<file path="config.mk">
export PLATFORM = sky130hd
export DESIGN_NAME = cla_nibble_seq_ctrl
export DESIGN_NICKNAME = d
export VERILOG_FILES = /design/src/rtl/cla_nibble_seq_ctrl.sv
export SDC_FILE = /design/constraint.sdc
export NUM_CORES = 1
export LEC_CHECK = 0
export CAP_MARGIN = 25
export CELL_PAD_IN_SITES_DETAIL_PLACEMENT = 0
export CELL_PAD_IN_SITES_GLOBAL_PLACEMENT = 1
export CORE_UTILIZATION = 40
export CTS_CLUSTER_DIAMETER = 80
export CTS_CLUSTER_SIZE = 8
export DETAILED_ROUTE_END_ITERATION = 7
export GPL_ROUTABILITY_DRIVEN = 1
export PLACE_DENSITY_LB_ADDON = 0.15
export SETUP_SLACK_MARGIN = 0.4
export SYNTH_ARGS = -nofsm -noshare
export SYNTH_HDL_FRONTEND = slang
export SYNTH_SLANG_ARGS = --single-unit
</file>
<file path="constraint.sdc">
create_clock -name clk -period 3.65 [get_ports clk]
set_input_delay 1.095 -clock clk [delete_from_list [all_inputs] [get_ports clk]]
set_output_delay 1.095 -clock clk [all_outputs]
set_load 0.1 [all_outputs]
</file>
<file path="src/rtl/cla_nibble_seq_ctrl.sv">
// Sequences a WIDTH-bit add/subtract through one external 4-bit CLA slice,
// one nibble per clock (LSB first), then reports the result with carry and signed-overflow flags.
module cla_nibble_seq_ctrl #(
  parameter  int WIDTH = 32,
  localparam int NIB   = WIDTH / 4
) (
  input  logic             clk,
  input  logic             reset,
  input  logic             start,
  input  logic             sub,
  input  logic [WIDTH-1:0] a,
  input  logic [WIDTH-1:0] b,
  input  logic             cin,
  output logic             busy,
  output logic             done,
  output logic [WIDTH-1:0] sum,
  output logic             cout,
  output logic             overflow,
  output logic [3:0]       cla_a,
  output logic [3:0]       cla_b,
  output logic             cla_cin,
  input  logic [3:0]       cla_sum,
  input  logic             cla_cout
);

  localparam int IDXW = (NIB > 1) ? $clog2(NIB) : 1;
  localparam logic [IDXW-1:0] LAST_IDX = IDXW'(NIB - 1);

  typedef enum logic [1:0] {
    IDLE = 2'd0,
    RUN  = 2'd1,
    DONE = 2'd2
  } state_t;

  state_t            state_q, state_d;
  logic [WIDTH-1:0]  op_a_q, op_a_d;
  logic [WIDTH-1:0]  op_b_q, op_b_d;
  logic [WIDTH-1:0]  sum_q, sum_d;
  logic [IDXW-1:0]   idx_q, idx_d;
  logic              carry_q, carry_d;
  logic              cout_q, cout_d;
  logic              ovf_q, ovf_d;
  logic [IDXW+1:0]   bit_base;

  assign bit_base = {idx_q, 2'b00};

  always_ff @(posedge clk) begin
    if (reset) begin
      state_q <= IDLE;
      op_a_q  <= '0;
      op_b_q  <= '0;
      sum_q   <= '0;
      idx_q   <= '0;
      carry_q <= 1'b0;
      cout_q  <= 1'b0;
      ovf_q   <= 1'b0;
    end else begin
      state_q <= state_d;
      op_a_q  <= op_a_d;
      op_b_q  <= op_b_d;
      sum_q   <= sum_d;
      idx_q   <= idx_d;
      carry_q <= carry_d;
      cout_q  <= cout_d;
      ovf_q   <= ovf_d;
    end
  end

  always_comb begin
    state_d = state_q;
    op_a_d  = op_a_q;
    op_b_d  = op_b_q;
    sum_d   = sum_q;
    idx_d   = idx_q;
    carry_d = carry_q;
    cout_d  = cout_q;
    ovf_d   = ovf_q;
    case (state_q)
      IDLE, DONE: begin
        if (start) begin
          // Subtraction is a + ~b + 1, so the slice only ever adds.
          op_a_d  = a;
          op_b_d  = sub ? ~b : b;
          carry_d = sub | cin;
          idx_d   = '0;
          state_d = RUN;
        end else begin
          state_d = IDLE;
        end
      end
      RUN: begin
        sum_d[bit_base +: 4] = cla_sum;
        carry_d              = cla_cout;
        if (idx_q == LAST_IDX) begin
          // Carry into the MSB is a^b^s at that bit; overflow is that carry xor carry-out.
          cout_d  = cla_cout;
          ovf_d   = op_a_q[WIDTH-1] ^ op_b_q[WIDTH-1] ^ cla_sum[3] ^ cla_cout;
          state_d = DONE;
        end else begin
          idx_d = idx_q + 1'b1;
        end
      end
      default: state_d = IDLE;
    endcase
  end

  always_comb begin
    cla_a   = 4'd0;
    cla_b   = 4'd0;
    cla_cin = 1'b0;
    if (state_q == RUN) begin
      cla_a   = op_a_q[bit_base +: 4];
      cla_b   = op_b_q[bit_base +: 4];
      cla_cin = carry_q;
    end
  end

  assign busy     = (state_q == RUN);
  assign done     = (state_q == DONE);
  assign sum      = sum_q;
  assign cout     = cout_q;
  assign overflow = ovf_q;

endmodule
</file>
==> results.md <==
- Peak supply drop: 0.000239 V
- Fin util: 55.1%
- Power per Cell Area: 406 nW/um2
- Net switching fraction of the power: 27.5%
- Final hold violation count: 0
- Slew Limit Headroom: 32.3%
- Non-Filler Instances: 786
- Reg2Reg Depth: 7
- Register bit total from synthesis: 104
- Die Area: 12600 um2
- Post-Route WL: 11700 um
- Mapped Area: 4880 um2
- 1st-iter DRT viols: 161
- Avg WL per Cell: 14.9 um
- Flop pwr share: 47.1%
- Initial antenna violation count: 0
- Via density: 5.07
- Largest net degree at the start of global routing: 73
- Initial core utilization: 41.8%
- Post-synth cell types: 36
- CTS tree: done
- Setup crit end kind: output port
- Max Clk Rate: 0.330 GHz
- GP Congestion: 0.767
- Post-synth EDFFs: 0
- Buffers & Inverters on Critical Path: 2
- Clk network pwr share: 34.9%
- Chip Height: 112 um
- Crit path required time: 2550 ps
- Clk_lat worst skew: 340 ps
- Fin crit share: 82.9%
- Synth area leaders: dfxtp_1, mux2i_1, xnor2_1, nand2_1, nand2b_1
- WHS Path Cells: 2
- CP top delay family: compound AO/OA/AOI/OAI gates
- Hold-fix buffers, CTS: 0
- Gate power share: 18.0%
- Top FF cell, synth: dfxtp_1
- Vias in the first global route: 3942
- Synthesized area per cell: 8.90 um2
- Most frequent cell after synthesis: dfxtp_1
- H-tree Lvls: 3
- Worst Hold Class: reg2reg
- Clock-pin slew on the worst setup and hold paths: 70 ps
- Grt ovf: 0
- CTS Buf Count: 9
- Tot GR Track Use: 19.4%
- Max-slew violations: 0
- Synth area leader: dfxtp_1
- CP max-delay cell: a2111oi_0
- Worst Setup Path Type: reg2out
- PortBufs: 118
- Synth cell count leaders: dfxtp_1, nand2_1, mux2i_1, nand2b_1, a21oi_1
- Clock root buffer master: clkbuf_16
- Placed insts: 767
- Clock Skew: 7.31 ps
- # DRC: 0
- CP startpoint kind: register
- Layout overhead on the synthesized area: 31.8%
- Internal power component: 1.89 mW
- Worst Tran Pin Value: 1010 ps
- Leakage: 2.33 nW
- Syn Nets: 629
- Sw Pwr: 719 uW
- Largest driver fanout on the critical path: 14
- ANT nets after route: 0
- Die width: 112 um
- Filler cell count in the final layout: 1084
- Crit path largest cell delay: 740 ps
- Max clock buf depth: 2
- Num ports: 119
- Via count: 3988
- DRT Pass-1 Iters: 4
- Layout net count: 719
- Final min period: 3030 ps
- First-pass GRT wire length: 19400 um
- CP Depth: 4
- Sequential area share after synthesis: 42.7%
- Max Cap Viol: 0
- Final setup fails: 0
- Number of diodes: 0
- Hpwl dp: 8570 um
- Rows: 39
- Worst EP arrival: 1930 ps
- Syn Inst Count: 548
- FFs w/ async S/R, synth: 0%
- Yosys top cell area share: 42.7%
- Unrepaired setup endpoints after global routing: false
- Share of cells above drive strength 1: 14.3%
- Status: complete, no violations
- Ys Warns: 0
- CTS Sinks: 104
- Cells along the critical path: buf_4 > a2111oi_0 > nor4_4 > buf_12
- Core area: 11700 um2
## metrics by stage
stage / TNS (ps) / power (mW) / instance area [um2] / hold slack [ps] / setup slack [ps]
3_3_place_gp: 0 / 1.72 / 6120 / 441 / 906
3_5_place_dp: 0 / 1.72 / 6120 / 444 / 853
5_1_grt: 0 / 2.73 / 6430 / 486 / 477
2_1_floorplan: -115 / 1.55 / 4920 / 432 / -115
6_report: 0 / 2.61 / 6430 / 454 / 624
4_1_cts: 0 / 2.63 / 6400 / 454 / 488
## power groups by stage
stage / Sequential (mW) / Clock, mW / Combinational [mW]
CTS: 1.23 / 0.934 / 0.470
floorplan: 1.26 / 0 / 0.287
detailed placement: 1.25 / 0 / 0.468
finish: 1.23 / 0.912 / 0.469
global route: 1.24 / 0.978 / 0.511
global placement: 1.25 / 0 / 0.462
## what timing repair did
action	4_1_cts	5_1_grt
setup endpoints to repair	0	3
setup buffers	0	3
gates resized for setup	0	1
## path summary, 6_finish.rpt
path | startpoint | endpoint | slack (ps)
setup reg to reg | idx_q[0] | sum[20] | 940
setup / recovery | idx_q[1] | cla_a[1] | 620
hold reg to reg | op_a_q[2] | op_a_q[2] | 450
hold / removal | op_a_q[2] | op_a_q[2] | 450
## state kept, by name (all words and copies together), names as in the netlist
signal    cells
cout          1
state_q       2
op_a_q       32
op_b_q       32
idx_q         3
carry_q       1
overflow      1
sum          32
## metal layers
metal	GRT usage [%]	up-vias	routed length, um
met3	3.08	9	415
met4	7.20	0	155
met1	27.0	1836	5920
li1	-	2062	-
met5	0	-	0
met2	30.4	81	5230
## tightest hold or removal path, cell delays in order (launching register included)
cell,delay (ps)
dfxtp_1,310
nand2_1,50
a21oi_1,50
## logic make-up after synthesis
family,Yosys count,share of synthesized area [%]
muxes,61,12.6
AOI/OAI and AO/OA,96,12.5
DFF,104,42.7
and+or+nand+nor,192,19.4
adders and majority gates,7,1.80
buffers and inverters,53,4.67
xor gates and xnor gates,35,6.28
## layout by cell type (no fill, tap or decap), types with 6 or more instances in the layout
cell             count
buf_4               45
o22ai_1             14
clkbuf_16            9
ha_1                 7
clkdlybuf4s50_1     71
a21oi_1             37
o21a_2               6
nor2b_1              7
a211oi_1            34
nor2_1              35
dfxtp_1            104
xnor2_1             35
mux2i_1             57
nand3_1             12
buf_12              10
nand2b_1            42
nand2_1             73
## area by class of cell
type                            instances  area, um2  share of cell area, %
Clock buffer                           10        239                   3.72
Clock inverter                          6       45.0                  0.701
Inverter                                4       18.8                  0.292
Multi-Input combinational cell        391       2610                   40.5
Sequential cell                       104       2080                   32.4
Tap cell                              143        179                   2.78
Timing Repair Buffer                  128       1260                   19.6
Note: power is estimated with default switching activity, not from simulation.
